$ cat config.mk
export PLATFORM = sky130hd
export DESIGN_NAME = dmc_channel
export DESIGN_NICKNAME = d
export VERILOG_FILES = /design/src/rtl/dmc_channel.sv
export SDC_FILE = /design/constraint.sdc
export NUM_CORES = 1
export LEC_CHECK = 0
export CAP_MARGIN = 20
export CORE_AREA = 3 3 102 104
export DETAILED_ROUTE_END_ITERATION = 8
export DIE_AREA = 0 0 105 107
export PLACE_DENSITY = 0.88
export SKIP_CTS_REPAIR_TIMING = 1
export SLEW_MARGIN = 20
export SYNTH_ARGS = -nofsm -noshare
export SYNTH_HDL_FRONTEND = slang
export SYNTH_SLANG_ARGS = --single-unit
$ cat constraint.sdc
create_clock -name clk -period 3.6 [get_ports clk]
set_input_delay 0.54 -clock clk [delete_from_list [all_inputs] [get_ports clk]]
set_output_delay 0.54 -clock clk [all_outputs]
set_load 0.05 [all_outputs]
$ cat src/rtl/dmc_channel.sv
// dmc_channel: APU delta-modulation channel (sample fetch, 1-bit delta DAC level, sample-end IRQ).
// Define DMC_PAL_RATES_EN to select the PAL timer period table instead of the NTSC one.
module dmc_channel #(
  parameter logic [15:0] SAMPLE_BASE = 16'hC000,
  parameter logic [15:0] WRAP_ADDR   = 16'h8000
) (
  input  logic        clk,
  input  logic        rst_l,
  input  logic        cpu_clk_en,
  input  logic        ctrl_load,
  input  logic [7:0]  ctrl_data,
  input  logic        direct_load,
  input  logic [7:0]  direct_data,
  input  logic        addr_load,
  input  logic [7:0]  addr_data,
  input  logic        len_load,
  input  logic [7:0]  len_data,
  input  logic        status_load,
  input  logic        enable,
  output logic        mem_req,
  output logic [15:0] mem_addr,
  input  logic        mem_ack,
  input  logic [7:0]  mem_data,
  output logic        length_non_zero,
  output logic        irq_l,
  output logic [6:0]  out
);

  localparam int unsigned TIMER_W = 9;
  localparam int unsigned BYTES_W = 12;
  localparam int unsigned OUT_W   = 7;

  typedef enum logic {ST_IDLE, ST_REQ} rd_state_e;

  // Timer period in CPU cycles for each rate index.
  function automatic logic [TIMER_W-1:0] rate_period(input logic [3:0] idx);
    logic [TIMER_W-1:0] p;
    p = '0;
    case (idx)
`ifdef DMC_PAL_RATES_EN
      4'd0:  p = 9'd398;  4'd1:  p = 9'd354;  4'd2:  p = 9'd316;  4'd3:  p = 9'd298;
      4'd4:  p = 9'd276;  4'd5:  p = 9'd236;  4'd6:  p = 9'd210;  4'd7:  p = 9'd198;
      4'd8:  p = 9'd176;  4'd9:  p = 9'd148;  4'd10: p = 9'd132;  4'd11: p = 9'd118;
      4'd12: p = 9'd98;   4'd13: p = 9'd78;   4'd14: p = 9'd66;   4'd15: p = 9'd50;
`else
      4'd0:  p = 9'd428;  4'd1:  p = 9'd380;  4'd2:  p = 9'd340;  4'd3:  p = 9'd320;
      4'd4:  p = 9'd286;  4'd5:  p = 9'd254;  4'd6:  p = 9'd226;  4'd7:  p = 9'd214;
      4'd8:  p = 9'd190;  4'd9:  p = 9'd160;  4'd10: p = 9'd142;  4'd11: p = 9'd128;
      4'd12: p = 9'd106;  4'd13: p = 9'd84;   4'd14: p = 9'd72;   4'd15: p = 9'd54;
`endif
      default: p = '0;
    endcase
    return p;
  endfunction

  rd_state_e            state_q, state_d;
  logic                 irq_en_q, irq_en_d;
  logic                 loop_q, loop_d;
  logic [3:0]           rate_q, rate_d;
  logic [7:0]           addr_q, addr_d;
  logic [7:0]           len_q, len_d;
  logic [TIMER_W-1:0]   timer_q, timer_d;
  logic [OUT_W-1:0]     out_q, out_d;
  logic [7:0]           shift_q, shift_d;
  logic [3:0]           bits_q, bits_d;
  logic                 silence_q, silence_d;
  logic [7:0]           buf_q, buf_d;
  logic                 buf_full_q, buf_full_d;
  logic [BYTES_W-1:0]   bytes_q, bytes_d;
  logic                 mem_req_q, mem_req_d;
  logic [15:0]          mem_addr_q, mem_addr_d;
  logic                 irq_l_q, irq_l_d;
  logic                 lnz_q, lnz_d;

  logic [15:0]          start_addr_c;
  logic [BYTES_W-1:0]   length_c;
  logic                 unused_bits;

  assign start_addr_c = SAMPLE_BASE + {2'b00, addr_q, 6'b000000};
  assign length_c     = {len_q, 4'b0000} + BYTES_W'(1);
  assign unused_bits  = ^{direct_data[7], ctrl_data[5:4]};

  always_comb begin
    state_d    = state_q;
    irq_en_d   = irq_en_q;
    loop_d     = loop_q;
    rate_d     = rate_q;
    addr_d     = addr_q;
    len_d      = len_q;
    timer_d    = timer_q;
    out_d      = out_q;
    shift_d    = shift_q;
    bits_d     = bits_q;
    silence_d  = silence_q;
    buf_d      = buf_q;
    buf_full_d = buf_full_q;
    bytes_d    = bytes_q;
    mem_addr_d = mem_addr_q;
    irq_l_d    = irq_l_q;

    if (ctrl_load) begin
      irq_en_d = ctrl_data[7];
      loop_d   = ctrl_data[6];
      rate_d   = ctrl_data[3:0];
    end
    if (addr_load) addr_d = addr_data;
    if (len_load)  len_d  = len_data;

    // Timer and output unit: one delta bit per timer expiry.
    if (cpu_clk_en) begin
      if (timer_q == '0) begin
        timer_d = rate_period(rate_q) - TIMER_W'(1);
        if (!silence_q) begin
          if (shift_q[0] && out_q <= OUT_W'(125))      out_d = out_q + OUT_W'(2);
          else if (!shift_q[0] && out_q >= OUT_W'(2))  out_d = out_q - OUT_W'(2);
        end
        shift_d = shift_q >> 1;
        if (bits_q == 4'd1) begin
          bits_d = 4'd8;
          if (buf_full_q) begin
            shift_d    = buf_q;
            silence_d  = 1'b0;
            buf_full_d = 1'b0;
          end else begin
            silence_d = 1'b1;
          end
        end else begin
          bits_d = bits_q - 4'd1;
        end
      end else begin
        timer_d = timer_q - TIMER_W'(1);
      end
    end

    // Reader: one outstanding fetch, issued only into an empty buffer.
    case (state_q)
      ST_IDLE: if (!buf_full_q && bytes_q != '0) state_d = ST_REQ;
      ST_REQ: begin
        if (mem_ack) begin
          state_d    = ST_IDLE;
          buf_d      = mem_data;
          buf_full_d = 1'b1;
          mem_addr_d = (mem_addr_q == 16'hFFFF) ? WRAP_ADDR : mem_addr_q + 16'd1;
          // bytes_q is already zero when the channel was disabled mid-fetch.
          if (bytes_q != '0) begin
            bytes_d = bytes_q - BYTES_W'(1);
            if (bytes_q == BYTES_W'(1)) begin
              if (loop_q) begin
                mem_addr_d = start_addr_c;
                bytes_d    = length_c;
              end else if (irq_en_q) begin
                irq_l_d = 1'b0;
              end
            end
          end
        end
      end
      default: state_d = ST_IDLE;
    endcase

    if (ctrl_load && !ctrl_data[7]) irq_l_d = 1'b1;

    if (status_load) begin
      irq_l_d = 1'b1;
      if (!enable) begin
        bytes_d = '0;
      end else if (bytes_d == '0) begin
        mem_addr_d = start_addr_c;
        bytes_d    = length_c;
      end
    end

    if (direct_load) out_d = direct_data[6:0];

    mem_req_d = (state_d == ST_REQ);
    lnz_d     = (bytes_d != '0);
  end

  always_ff @(posedge clk or negedge rst_l) begin
    if (!rst_l) begin
      state_q    <= ST_IDLE;
      irq_en_q   <= 1'b0;
      loop_q     <= 1'b0;
      rate_q     <= 4'd0;
      addr_q     <= 8'd0;
      len_q      <= 8'd0;
      timer_q    <= rate_period(4'd0) - TIMER_W'(1);
      out_q      <= '0;
      shift_q    <= 8'd0;
      bits_q     <= 4'd8;
      silence_q  <= 1'b1;
      buf_q      <= 8'd0;
      buf_full_q <= 1'b0;
      bytes_q    <= '0;
      mem_req_q  <= 1'b0;
      mem_addr_q <= SAMPLE_BASE;
      irq_l_q    <= 1'b1;
      lnz_q      <= 1'b0;
    end else begin
      state_q    <= state_d;
      irq_en_q   <= irq_en_d;
      loop_q     <= loop_d;
      rate_q     <= rate_d;
      addr_q     <= addr_d;
      len_q      <= len_d;
      timer_q    <= timer_d;
      out_q      <= out_d;
      shift_q    <= shift_d;
      bits_q     <= bits_d;
      silence_q  <= silence_d;
      buf_q      <= buf_d;
      buf_full_q <= buf_full_d;
      bytes_q    <= bytes_d;
      mem_req_q  <= mem_req_d;
      mem_addr_q <= mem_addr_d;
      irq_l_q    <= irq_l_d;
      lnz_q      <= lnz_d;
    end
  end

  assign mem_req         = mem_req_q;
  assign mem_addr        = mem_addr_q;
  assign length_non_zero = lnz_q;
  assign irq_l           = irq_l_q;
  assign out             = out_q;

endmodule

* Yosys cells after proc, flatten, opt, wreduce, memory -nomap -nowiden
Memories as Yosys holds them, arrays and structs flattened.
Index checks and enable logic that the tools add are counted.
W data, S select, Z words.
** Word-level totals
- Word-level logic and storage cells :: 105
- Memory bits (read-only) :: 128
- Output and inout port bits :: 26
- Bits of input ports :: 50
- Register bits after elaboration :: 91
- Memories :: 1
** Memory list
- (name not given) :: words 16, bits a word 8, read ports 1, clocked after Yosys merged registers in 0, write ports 0, RTL line 39 : case (idx)
** Operators by class
- Equal/unequal tests :: 5
- $add $sub $neg :: 9
- $lt $le $gt $ge :: 2
- Reductions and logical operators :: 24
- Bitwise logic cells :: 1
- Multiplexer cells :: 46
** Operator list (number)
- $mux W16 :: 9
- $mux W12 :: 8
- $mux W7 :: 6
- $mux W9 :: 3
- $reduce_bool A12 Y1 :: 2
- $reduce_bool A3 Y1 :: 6
- $sub A9 B1 Y9 const B :: 2
- $add A15 B15 Y16 const A :: 1
- $add A16 B1 Y16 const B :: 1
- $eq A16 B16 Y1 const B :: 1
- $mux W1 :: 16
- $mux W8 :: 2
- $add A12 B1 Y12 const B :: 1
- $eq A12 B1 Y1 const B :: 1
- $logic_not A12 Y1 :: 1
- $sub A12 B1 Y12 const B :: 1
- $logic_not A9 Y1 :: 1
- $add A7 B2 Y7 const B :: 1
- $ge A7 B2 Y1 const B :: 1
- $le A7 B7 Y1 const B :: 1
- $sub A7 B2 Y7 const B :: 1
- $reduce_and A6 Y1 :: 1
- $eq A4 B1 Y1 const B :: 1
- $logic_and A1 B1 Y1 :: 4
- 11 further kinds :: 15

* Longest topological paths before layout
- Depth after elaboration :: 11
- Gate-level depth with buffers :: 12
- Depth with buffers taken out :: 10

* Worst setup path before layout
No wires, ideal clock.
- Path kind :: reg2reg
- Start point :: register bytes_q[8]
- End point :: register mem_addr_q[13] (netlist: mem_addr[13])
- Arrival :: 3.023 ns
- Path slack :: 0.459 ns
- Period minus slack after synthesis :: 3.141 ns
- Buffers on the path :: 3
- Required time :: 3.482 ns
- Setup time :: 0.118 ns
- Stages on the path, launching flop included :: 12
- Cells stage by stage :: dfrtp_1 -> or4_1 -> clkbuf_1 -> or4_1 -> buf_2 -> mux2_4 -> a21oi_2 -> nand3_2 -> nor4_4 -> buf_6 -> nor3_1 -> a21o_1
** On the way
- Cells in the longest elaborated chain, start to end :: 10
- Elaborated cells between the ends (all ways) :: 16
- Those cells by class :: 1 x add/sub; 1 x eq/ne; 12 x mux; 2 x reduce/logical
** Ends and longest elaborated chain
- start: declaration :: RTL line 69 : logic [BYTES_W-1:0] bytes_q, bytes_d;
- start signal: assignment :: RTL line 213 : bytes_q <= bytes_d;
- $sub A12 B1 Y12 :: RTL line 146 : bytes_d = bytes_q - BYTES_W'(1);
- $mux W12 :: RTL line 148 : if (loop_q) begin
- $mux W12 :: RTL line 147 : if (bytes_q == BYTES_W'(1)) begin
- $mux W12 :: RTL line 145 : if (bytes_q != '0) begin
- $mux W12 :: RTL line 139 : if (mem_ack) begin
- $mux W12 :: RTL line 136 : case (state_q)
- $logic_not A12 Y1 :: RTL line 167 : end else if (bytes_d == '0) begin
- $mux W16 :: RTL line 167
- $mux W16 :: RTL line 165 : if (!enable) begin
- $mux W16 * :: RTL line 163 : if (status_load) begin
- via mem_addr_d[13] :: RTL line 71 : logic [15:0] mem_addr_q, mem_addr_d;
- end signal: assignment :: RTL line 215 : mem_addr_q <= mem_addr_d;
- end: declaration :: RTL line 71
The timed path passes the listed nets; every way through them passes the cells marked *.
A chain may end at the register's enable or synchronous reset.

* Worst setup path in the final report
- Start point :: register bytes_q[8]
- End point :: register mem_addr_q[10] (netlist: mem_addr[10])
The elaborated chain is that of the path after synthesis.

==> impl_metrics.json <==
{
  "gp_congestion": 0.932,
  "setup_viol": 0,
  "synth-edff-count": 0,
  "criticalPathCategory": "reg -> reg",
  "slew-limit-headroom": 0.362,
  "io_buffers": 72,
  "whs_ps": 337,
  "grt_pass1_wl_um": 20300,
  "ir_drop_v": 0.000477,
  "ios": 76,
  "num_vias": 4436,
  "drive_gt1_frac": 0.121,
  "ff2ff_path_depth": 9,
  "drt-initial-drc-count": 309,
  "grt_setup_unrepaired": "false",
  "reg2reg_slack_ps": 160,
  "min_period_ps": 3440,
  "postRouteAntennaNets": 0,
  "layout_common_cells": "82 x nand2_1, 80 x dfrtp_1, 71 x clkdlybuf4s50_1, 41 x o21ai_0, 35 x nor2_1",
  "leakagePower_uw": 0.00269,
  "end_kind": "flip-flop",
  "die_h_um": 107,
  "pre_cts_ws_ps": 195,
  "place_hpwl_um": 8510,
  "synth_cell_types": 61,
  "grt_pass1_vias": 4459,
  "outcome": "completed",
  "power_uw": 3860,
  "layout_commonest_cell": "nand2_1",
  "clockBufferDepth": 2,
  "synthArstFlopShare": 1.00,
  "fp-row-count": 36,
  "fmax_mhz": 290,
  "rr_startpoint": "bytes_q[8]",
  "clk_pin_slew_ps": 90,
  "core_area_um2": 9640,
  "yosysWarnings": 0,
  "r2r-end": "mem_addr[10]",
  "critPathRequiredTime_ps": 3880,
  "floorplan.initialDensity": 0.539,
  "ys_ff_latch": 91,
  "firstDrtPassIters": 5,
  "nNetsFinal": 698,
  "cp-start-kind": "flip-flop",
  "grt_max_degree": 79,
  "ys_seq_area_frac": 0.441,
  "max_cap_viol_count": 0,
  "finalSetupTns_ps": 0,
  "avgSynthCellArea_um2": 9.24,
  "totalWireLength_um": 11800,
  "grt_use_total": 0.217,
  "synth_nets": 629,
  "fin_crit_sh": 0.957,
  "fin_util": 0.650,
  "cts_tree": "yes",
  "die_x_um": 105,
  "slew_violations": 0,
  "synth_cells": 563,
  "crit_fanout": 16,
  "routed_via_density": 5.76,
  "die-area_um2": 11200,
  "synth-main-ff-cell": "dfrtp_1",
  "skew_ps": 13.1,
  "insertion_delay_ps": 360,
  "critPathArrivalTime_ps": 3720,
  "cts_sinks": 91,
  "tightestPinTransition_ps": 957,
  "wl_per_cell_um": 15.3,
  "cts_root_buf": "clkbuf_8",
  "grt-ovfl-total": 0,
  "n_antenna_cell": 0,
  "setup_slack_ps": 156,
  "p_per_area_nw_per_um2": 616,
  "netlist_area_um2": 5200,
  "hold_viol": 0,
  "hold_path_class": "in -> async",
  "cts_buffers": 9,
  "syn_to_final_growth_pct": 20.5,
  "antenna_found_initial": 0,
  "drc": 0,
  "cts_max_level": 3
}
[worst max-delay path, cell delays in order (launching register included)]
cell	delay (ps)
dfrtp_1	440
or4_1	660
or4_1	690
mux2_4	360
a21oi_2	190
nand3_2	140
nor4_4	240
buf_4	260
a31o_2	230
o2bb2ai_1	150
[power by group]
group,switching (uW),internal (uW)
Combinational,970,660
Sequential,268,1300
Clock,378,277
Total,1620,2240
[state kept, by name, summed over array words and instances (netlist names), 4 cells and up]
signal,cells
out,7
rate_q,4
mem_addr,16
addr_q,8
bytes_q,12
bits_q,4
timer_q,9
buf_q,8
shift_q,8
len_q,8
[logic make-up after synthesis]
logic type	count (synthesis)	share of synthesized area
adder cells (fa/ha/maj)	16	0.0385
buffers and inverters	49	0.0375
flip-flops	91	0.441
AO/OA/AOI/OAI	125	0.152
multiplexers	38	0.0828
AND/OR/NAND/NOR	219	0.207
XOR/XNOR	25	0.0421
[worst max path at each step]
| stage | start | end |
|---|---|---|
| global route | bytes_q[8] | mem_addr[10] |
| CTS | bytes_q[8] | mem_addr[10] |
| floorplan | bytes_q[8] | mem_addr[13] |
| detailed placement | bytes_q[8] | bytes_q[1] |
| global placement | bytes_q[8] | mem_addr[7] |
| finish | bytes_q[8] | mem_addr[10] |
[stage by stage]
stage	instance area, um^2	std cells
finish	6260	770
global route	6260	770
CTS	6260	770
detailed placement	6070	754
global placement	6070	754
floorplan	5200	563
[synthesized netlist by cell type, drive strengths merged (3+ instances only)]
cell type / count / area share
a211oi: 3 / 0.0043
a21o: 10 / 0.014
a21oi: 29 / 0.029
a31oi: 3 / 0.0036
and2: 6 / 0.0072
and3: 8 / 0.0096
buf: 7 / 0.0072
clkbuf: 21 / 0.015
dfrtp: 80 / 0.38
dfstp: 11 / 0.056
ha: 16 / 0.038
inv: 21 / 0.015
mux2: 27 / 0.059
mux2i: 10 / 0.019
nand2: 82 / 0.059
nand3: 18 / 0.018
nand4: 7 / 0.0084
nor2: 35 / 0.025
nor2b: 4 / 0.0048
nor3: 25 / 0.024
nor3b: 4 / 0.0058
nor4: 7 / 0.011
o21ai: 42 / 0.040
o22ai: 9 / 0.011
o2bb2ai: 3 / 0.0051
o31a: 3 / 0.0051
o31ai: 4 / 0.0058
o41ai: 3 / 0.0065
or3: 9 / 0.011
or4: 7 / 0.011
xnor2: 16 / 0.027
xor2: 9 / 0.015
[per-layer routing]
layer	up-vias	share of wire	GRT usage	wire length (um)
met5	-	0	0	0
met4	0	0.013	0.0628	159
met3	16	0.051	0.0385	599
met2	147	0.50	0.379	5950
met1	2120	0.43	0.278	5070
li1	2153	-	-	-
[layout make-up]
class | instances | area (um^2)
Clock inverter | 6 | 47.5
Timing Repair Buffer | 86 | 823
Clock buffer | 10 | 138
Tap cell | 133 | 166
Fill cell | 827 | 3380
Inverter | 21 | 78.8
Sequential cell | 91 | 2290
Multi-Input combinational cell | 423 | 2720
Note: power is estimated with default switching activity, not from simulation.
